**src/rtl/cmp_stream_driver.sv**
```systemverilog
// Initiator for an external registered max-comparator: folds a valid/ready element
// stream into max value, index of first maximum and element count per vector.
module cmp_stream_driver #(
    parameter int DATA_WIDTH = 16,
    parameter int IDX_WIDTH  = 8,
    parameter int CMP_LAT    = 1
) (
    input  logic                  clk,
    input  logic                  rstn,
    input  logic                  s_valid,
    output logic                  s_ready,
    input  logic [DATA_WIDTH-1:0] s_data,
    input  logic                  s_last,
    output logic [DATA_WIDTH-1:0] cmp_in1,
    output logic [DATA_WIDTH-1:0] cmp_in2,
    input  logic [DATA_WIDTH-1:0] cmp_out,
    output logic                  m_valid,
    input  logic                  m_ready,
    output logic [DATA_WIDTH-1:0] m_max,
    output logic [IDX_WIDTH-1:0]  m_idx,
    output logic [IDX_WIDTH-1:0]  m_count,
    output logic                  m_ovf,
    output logic                  busy
);

    typedef enum logic [1:0] {
        ST_IDLE = 2'd0,
        ST_GET  = 2'd1,
        ST_WAIT = 2'd2,
        ST_DONE = 2'd3
    } state_t;

    localparam logic [2:0]           WAIT_INIT = 3'(CMP_LAT);
    localparam logic [IDX_WIDTH-1:0] CNT_MAX   = {IDX_WIDTH{1'b1}};
    localparam logic [IDX_WIDTH-1:0] CNT_ONE   = {{(IDX_WIDTH-1){1'b0}}, 1'b1};

    state_t                state_r;
    state_t                state_s;
    logic                  s_ready_r;
    logic                  m_valid_r;
    logic                  busy_r;
    logic                  s_ready_s;
    logic                  m_valid_s;
    logic                  busy_s;
    logic [DATA_WIDTH-1:0] best_r;
    logic [DATA_WIDTH-1:0] cand_r;
    logic [IDX_WIDTH-1:0]  best_idx_r;
    logic [IDX_WIDTH-1:0]  cand_idx_r;
    logic [IDX_WIDTH-1:0]  cnt_r;
    logic                  ovf_r;
    logic                  last_r;
    logic [2:0]            wcnt_r;
    logic                  s_hs_s;
    logic                  m_hs_s;

    assign s_hs_s  = s_valid & s_ready_r;
    assign m_hs_s  = m_valid_r & m_ready;

    assign s_ready = s_ready_r;
    assign m_valid = m_valid_r;
    assign busy    = busy_r;
    assign cmp_in1 = best_r;
    assign cmp_in2 = cand_r;
    assign m_max   = best_r;
    assign m_idx   = best_idx_r;
    assign m_count = cnt_r;
    assign m_ovf   = ovf_r;

    // State register plus handshake/status flops decoded from the upcoming state
    always_ff @(posedge clk or negedge rstn) begin
        if (!rstn) begin
            state_r   <= ST_IDLE;
            s_ready_r <= 1'b0;
            m_valid_r <= 1'b0;
            busy_r    <= 1'b0;
        end else begin
            state_r   <= state_s;
            s_ready_r <= s_ready_s;
            m_valid_r <= m_valid_s;
            busy_r    <= busy_s;
        end
    end

    // Next-state logic
    always_comb begin
        state_s = state_r;
        case (state_r)
            ST_IDLE: begin
                if (s_hs_s) state_s = s_last ? ST_DONE : ST_GET;
                else        state_s = ST_IDLE;
            end
            ST_GET: begin
                if (s_hs_s) state_s = ST_WAIT;
                else        state_s = ST_GET;
            end
            ST_WAIT: begin
                if (wcnt_r == 3'd0) state_s = last_r ? ST_DONE : ST_GET;
                else                state_s = ST_WAIT;
            end
            ST_DONE: begin
                if (m_hs_s) state_s = ST_IDLE;
                else        state_s = ST_DONE;
            end
            default: state_s = ST_IDLE;
        endcase
    end

    // Output decode of the next state, registered above so outputs come from flops
    always_comb begin
        s_ready_s = 1'b0;
        m_valid_s = 1'b0;
        busy_s    = 1'b1;
        case (state_s)
            ST_IDLE: begin s_ready_s = 1'b1; busy_s = 1'b0; end
            ST_GET:  s_ready_s = 1'b1;
            ST_WAIT: s_ready_s = 1'b0;
            ST_DONE: m_valid_s = 1'b1;
            default: busy_s    = 1'b0;
        endcase
    end

    // Datapath: running best, candidate, counters; equal result keeps earlier index
    always_ff @(posedge clk or negedge rstn) begin
        if (!rstn) begin
            best_r     <= '0;
            cand_r     <= '0;
            best_idx_r <= '0;
            cand_idx_r <= '0;
            cnt_r      <= '0;
            ovf_r      <= 1'b0;
            last_r     <= 1'b0;
            wcnt_r     <= 3'd0;
        end else begin
            case (state_r)
                ST_IDLE: begin
                    if (s_hs_s) begin
                        best_r     <= s_data;
                        best_idx_r <= '0;
                        cnt_r      <= CNT_ONE;
                        ovf_r      <= 1'b0;
                    end
                end
                ST_GET: begin
                    if (s_hs_s) begin
                        cand_r     <= s_data;
                        cand_idx_r <= cnt_r;
                        last_r     <= s_last;
                        wcnt_r     <= WAIT_INIT;
                        if (cnt_r == CNT_MAX) ovf_r <= 1'b1;
                        else                  cnt_r <= cnt_r + CNT_ONE;
                    end
                end
                ST_WAIT: begin
                    if (wcnt_r == 3'd0) begin
                        best_r <= cmp_out;
                        if (cmp_out != best_r) best_idx_r <= cand_idx_r;
                    end else begin
                        wcnt_r <= wcnt_r - 3'd1;
                    end
                end
                default: ;
            endcase
        end
    end

endmodule

```
**config.mk**
```make
export PLATFORM = sky130hd
export DESIGN_NAME = cmp_stream_driver
export DESIGN_NICKNAME = d
export VERILOG_FILES = /design/src/rtl/cmp_stream_driver.sv
export SDC_FILE = /design/constraint.sdc
export NUM_CORES = 1
export LEC_CHECK = 0
export CAP_MARGIN = 10
export CORE_UTILIZATION = 42
export DETAILED_ROUTE_END_ITERATION = 7
export PLACE_DENSITY = 0.77
export SYNTH_ARGS = -nofsm -noshare
export SYNTH_HDL_FRONTEND = slang
export SYNTH_SLANG_ARGS = --single-unit
export TNS_END_PERCENT = 20
```
**constraint.sdc**
```tcl
create_clock -name clk -period 1.5 [get_ports clk]
set_input_delay 0.15 -clock clk [delete_from_list [all_inputs] [get_ports clk]]
set_output_delay 0.15 -clock clk [all_outputs]
set_load 0.05 [all_outputs]
```
# Word level (Yosys, flattened, before mapping)
# Cells that the tools add are included.
# totals
wordCells,71
output_inout_bits,68
ff_bits,66
# op_classes
n_eq_ne,14
n_mux,28
n_bitwise,2
reduce_logical,13
add_sub_neg,2
# ops
cell,n
two-way mux 8 bit,6
two-way mux 16 bit,2
case mux 16 bit (2 select lines),1
case mux 8 bit (2 select lines),2
inequality test 16 bit,1
inequality test 2 bit (second input constant),7
two-way mux 2 bit,6
AND reduction 4 bit,3
adder 8 x 1 -> 8 bit (second input constant),1
== test 8 bit (second input constant),1
case mux 2 bit (4 select lines),1
== test 2 bit (second input constant),3
two-way mux 1 bit,6
two-way mux 3 bit,2
case mux 3 bit (2 select lines),1
AND reduction 3 bit,2
nonzero test 2 bit,3
== test 2 x 1 -> 1 bit (second input constant),2
logical NOT 2 bit,2
logical NOT 3 bit,1
subtractor 3 x 1 -> 3 bit (second input constant),1
bitwise AND 1 bit,2
case mux 1 bit (2 select lines),1
AND reduction 2 bit,1
OR reduction 2 bit,1

# Logic depth before layout (Yosys ltp)
# depth
word_depth,6
ltp_mapped,8
mapped_depth_nobuf,7

# Least setup slack after synthesis
# Ideal clock, no wire load.
# synth_path
path_kind,register to register
start,register best_r[11] (netlist: cmp_in1[11])
end,register best_idx_r[0] (netlist: m_idx[0])
required_time_ns,1.378
slack_ns,-0.335
setup_ns,0.122
arrival_time_ns,1.714
stages_incl_launch_ff,6
path_buffers,0
cell_sequence,dfrtp_1 -> xor2_1 -> or2_1 -> nor3b_2 -> nand4b_4 -> a32o_1
# synth_between
elab_chain_len,3
# synth_lines
element,line_no,source
"start, declared",45,logic [DATA_WIDTH-1:0] best_r;
"start signal, assigned",137,best_r <= s_data;
"start signal, assigned",155,best_r <= cmp_out;
inequality test 16 bit,156,if (cmp_out != best_r) best_idx_r <= cand_idx_r;
inequality test 2 bit (no source line),--,
AND reduction 4 bit (no source line),--,
"end signal, assigned",156,
"end, declared",47,logic [IDX_WIDTH-1:0] best_idx_r;
# Every way passes these cells.
# A chain may end at the register's enable or synchronous reset.

# Final worst setup path
# layout_path
start,register best_r[7] (netlist: cmp_in1[7])
end,register best_idx_r[7] (netlist: m_idx[7])
# The elaborated chain is that of the path after synthesis.

==> impl_metrics.csv <==
group,metric,value,unit
outcome,status,"complete, but fails checks",
outcome,violations,"negative setup slack",
route,antenna_left,0,
route,drc,0,
clock_tree,cts.reportedPaths.clkPinSlew,80,ps
die,chipWidth,89.8,um
place,placed_cells,569,
final_layout,fin_nets,526,
final_layout,layout.cells.non_filler,590,
route,wl,9500,um
sta,skew,11.4,ps
power,power_frac_clock,13.1,%
die,io_pins,105,
global_route,grt_pass1_wl,14800,um
synth,syn-instance-count,353,
sta,slew_headroom,75.9,%
global_route,grt_usage,23.3,%
place,dpl.hpwl,6280,um
critical_path,crit_path_start_kind,"flip-flop",
power,power_frac_comb,62.5,%
sta,timing.final.crit_period,1680,ps
die,rows,31,
global_route,grt_antenna_before_repair,0,
clock_tree,cts_sinks,66,
die,start_util,43.9,%
route,top_layer,"met4",
critical_path,slowest_delay,410,ps
final_layout,flow.area_growth_from_synthesis,52.4,%
final_layout,seq_area,1680,um^2
sta,fmax,596,MHz
final_layout,multi_input_area,1560,um^2
critical_path,end_kind,"flip-flop",
critical_path,cp_max_fo,8,
clock_tree,clock_latency,350,ps
critical_path,reg2reg_from,"cmp_in1[7]",
route,drtIter0Drc,141,
clock_tree,cts_tree,"done",
critical_path,worstPathRequired,1730,ps
route,firstDrtPassIters,4,
power,p_per_area,2560,nW/um^2
synth,yosys_warnings,0,
synth,syn_area,3240,um^2
critical_path,crit_chain,"xnor2_1, nand4_1, nor3_2, buf_4, nand4b_4, a32o_1",
synth,synth-seq-area-share,51.0,%
sta,period_share,112,%
global_route,grt_pass1_vias,2938,
critical_path,cp_slowest_cell,"dfrtp_2",
sta,worst_pin_slew,361,ps
final_layout,layout-drive-gt1-share,40.5,%
critical_path,crit_start,"cmp_in1[7]",
power,p_leak,2.29,nW
power,switching_share,49.7,%
route,met3_length,465,um
critical_path,path_class,"flip-flop to flip-flop",
critical_path,ff2ff_setup_slack,-180,ps
final_layout,num-fill-cells,556,
synth,avgSynthCellArea,9.17,um^2
clock_tree,cts_buffer_depth,2,
sta,setup-violations-final,18,
final_layout,final_area,4940,um^2
power,internal_power,6.34,mW
global_route,grt.overflow.total,0,
sta,slew_viol_final,0,
job,cap_violations,0,
place,globalplace.congestion,0.856,
power,switchingPower,6.27,mW
die,die_h,89.8,um
clock_tree,htreeDepth,3,
global_route,grt_max_degree,67,
critical_path,critPathArrivalTime,1910,ps
clock_tree,cts-buffers-inserted,9,
sta,rsz0062_at_grt,"true",
power,seq_power_share,24.4,%
synth,synth_seq_cells,66,
synth,syn_nets,393,
route,wl_per_cell,16.1,um
final_layout,diodes,0,
synth,yosysUniqueCellTypes,42,
power,max-vdd-ir-drop,1.28,mV
place,place_area,4470,um^2
place,place_ws,-443,ps
sta,fin_tns_setup,-1510,ps
place,portBuffers,104,
clock_tree,root_buffer,"clkbuf_8",
sta,hold_slack,342,ps
route,wl_met2,4670,um
die,core_area,7370,um^2
route,wl_met1,4070,um
sta,hold_violations,0,
die,die_area,8060,um^2
route,detailroute.via_count,3026,
min_path,hp-class,"primary input to async pin",
sta,timing.final.ws_setup,-178,ps
route,viasPerCell,5.13,
-- stage by stage --
stage	power, mW	util [%]
2_1_floorplan	8.00	-
3_3_place_gp	10.2	60.6
3_5_place_dp	10.3	60.6
5_1_grt	13.2	67.0
6_report	12.6	67.0
4_1_cts	12.2	65.0
-- repair_timing --
action	4_1_cts	5_1_grt
gates resized for setup	20	23
setup endpoints to repair	29	58
hold endpoints to repair	66	0
pin swaps	6	0
buffers inserted	1	1
hold buffers	1	0
gates cloned	0	2
-- sequential cells by signal (all words and copies together) (netlist names) --
register    cells
cmp_in2        16
cmp_in1        16
m_idx           8
last_r          1
state_r         2
m_ovf           1
m_count         8
s_ready         1
m_valid         1
cand_idx_r      8
busy            1
wcnt_r          3
-- metal layers --
metal / GRT usage [%] / vias up
met5: 0 / -
met4: 11.5 / 0
met3: 3.72 / 22
met2: 36.7 / 108
met1: 31.4 / 1445
li1: - / 1451
-- power by group through the flow --
stage                     combinational [mW]  sequential, mW  clock (mW)
after floorplan                         3.07            4.94           0
final                                   7.89            3.08        1.65
after global routing                    8.29            3.16        1.75
after global placement                  7.13            3.02           0
after detailed placement                7.25            3.05           0
after CTS                               7.46            3.05        1.68
-- cells by family (layout without fill, tap and decap cells) --
logic type / Yosys count / after routing / synth area share [%]
compound gates: 55 / 55 / 12.1
xor+xnor: 17 / 17 / 4.60
fa+ha+maj: 3 / 3 / 1.16
buf+inv: 36 / 174 / 6.84
flops: 66 / 66 / 51.0
mux: 1 / 1 / 0.309
simple gates: 175 / 175 / 24.0
-- layout by cell type (no fill, tap or decap), drive strengths merged, types with 2 or more instances in the layout --
cell / instances
bufinv: 2
a21oi: 5
a31oi: 17
nand2b: 4
o41ai: 3
nand3: 9
ha: 3
or2: 3
clkinvlp: 2
buf: 115
clkdlybuf4s50: 35
nor2b: 3
or3: 2
nand2: 115
and2: 3
nor3: 4
inv: 5
clkinv: 3
o31ai: 2
xor2: 4
nor2: 24
nand4: 5
o21ai: 13
xnor2: 13
a32o: 8
clkbuf: 11
dfrtp: 66
-- synth_stat cells, drive strengths merged --
| master | n | share of area, % |
|---|---|---|
| a21boi | 1 | 0.23 |
| a21o | 1 | 0.23 |
| a21oi | 5 | 0.77 |
| a22o | 1 | 0.27 |
| a31oi | 17 | 3.3 |
| a32o | 8 | 2.5 |
| a41o | 1 | 0.31 |
| and2 | 3 | 0.58 |
| buf | 25 | 5.6 |
| clkbuf | 6 | 0.70 |
| dfrtp | 66 | 51 |
| ha | 3 | 1.2 |
| inv | 5 | 0.58 |
| mux2i | 1 | 0.31 |
| nand2 | 115 | 13 |
| nand2b | 4 | 1.0 |
| nand3 | 9 | 1.5 |
| nand4 | 5 | 0.97 |
| nand4b | 1 | 0.73 |
| nor2 | 24 | 3.1 |
| nor2b | 3 | 0.58 |
| nor3 | 4 | 0.62 |
| nor3b | 1 | 0.39 |
| nor4 | 1 | 0.19 |
| o211ai | 1 | 0.23 |
| o21a | 1 | 0.23 |
| o21ai | 13 | 2.2 |
| o22a | 1 | 0.54 |
| o31ai | 2 | 0.46 |
| o41ai | 3 | 0.81 |
| or2 | 3 | 0.58 |
| or3 | 2 | 0.39 |
| xnor2 | 13 | 3.5 |
| xor2 | 4 | 1.1 |
-- layout make-up --
class / count / share of cell area (%)
inverters: 5 / 0.380
repair buffers: 153 / 27.1
clock buffers: 9 / 2.51
multi-input cells: 251 / 31.6
flip-flops and latches: 66 / 34.0
well taps: 99 / 2.51
clock inverters: 7 / 1.90
-- critical path, delay by kind of cell, from the launching register on --
family	cells	cell delay [ps]
simple gates	3	490
flops	1	410
compound gates	1	270
xor+xnor	1	240
buf+inv	1	140
-- final timing paths --
path / to / cells after the start
max: m_idx[7] / 6
min: cmp_in1[4] / 3
min reg2reg: cand_idx_r[6] / 2
max reg2reg: m_idx[7] / 6
max in group asynchronous: cmp_in1[0] / 3
min in group clk: cmp_in2[9] / 3
(Power assumes the default switching activity.)
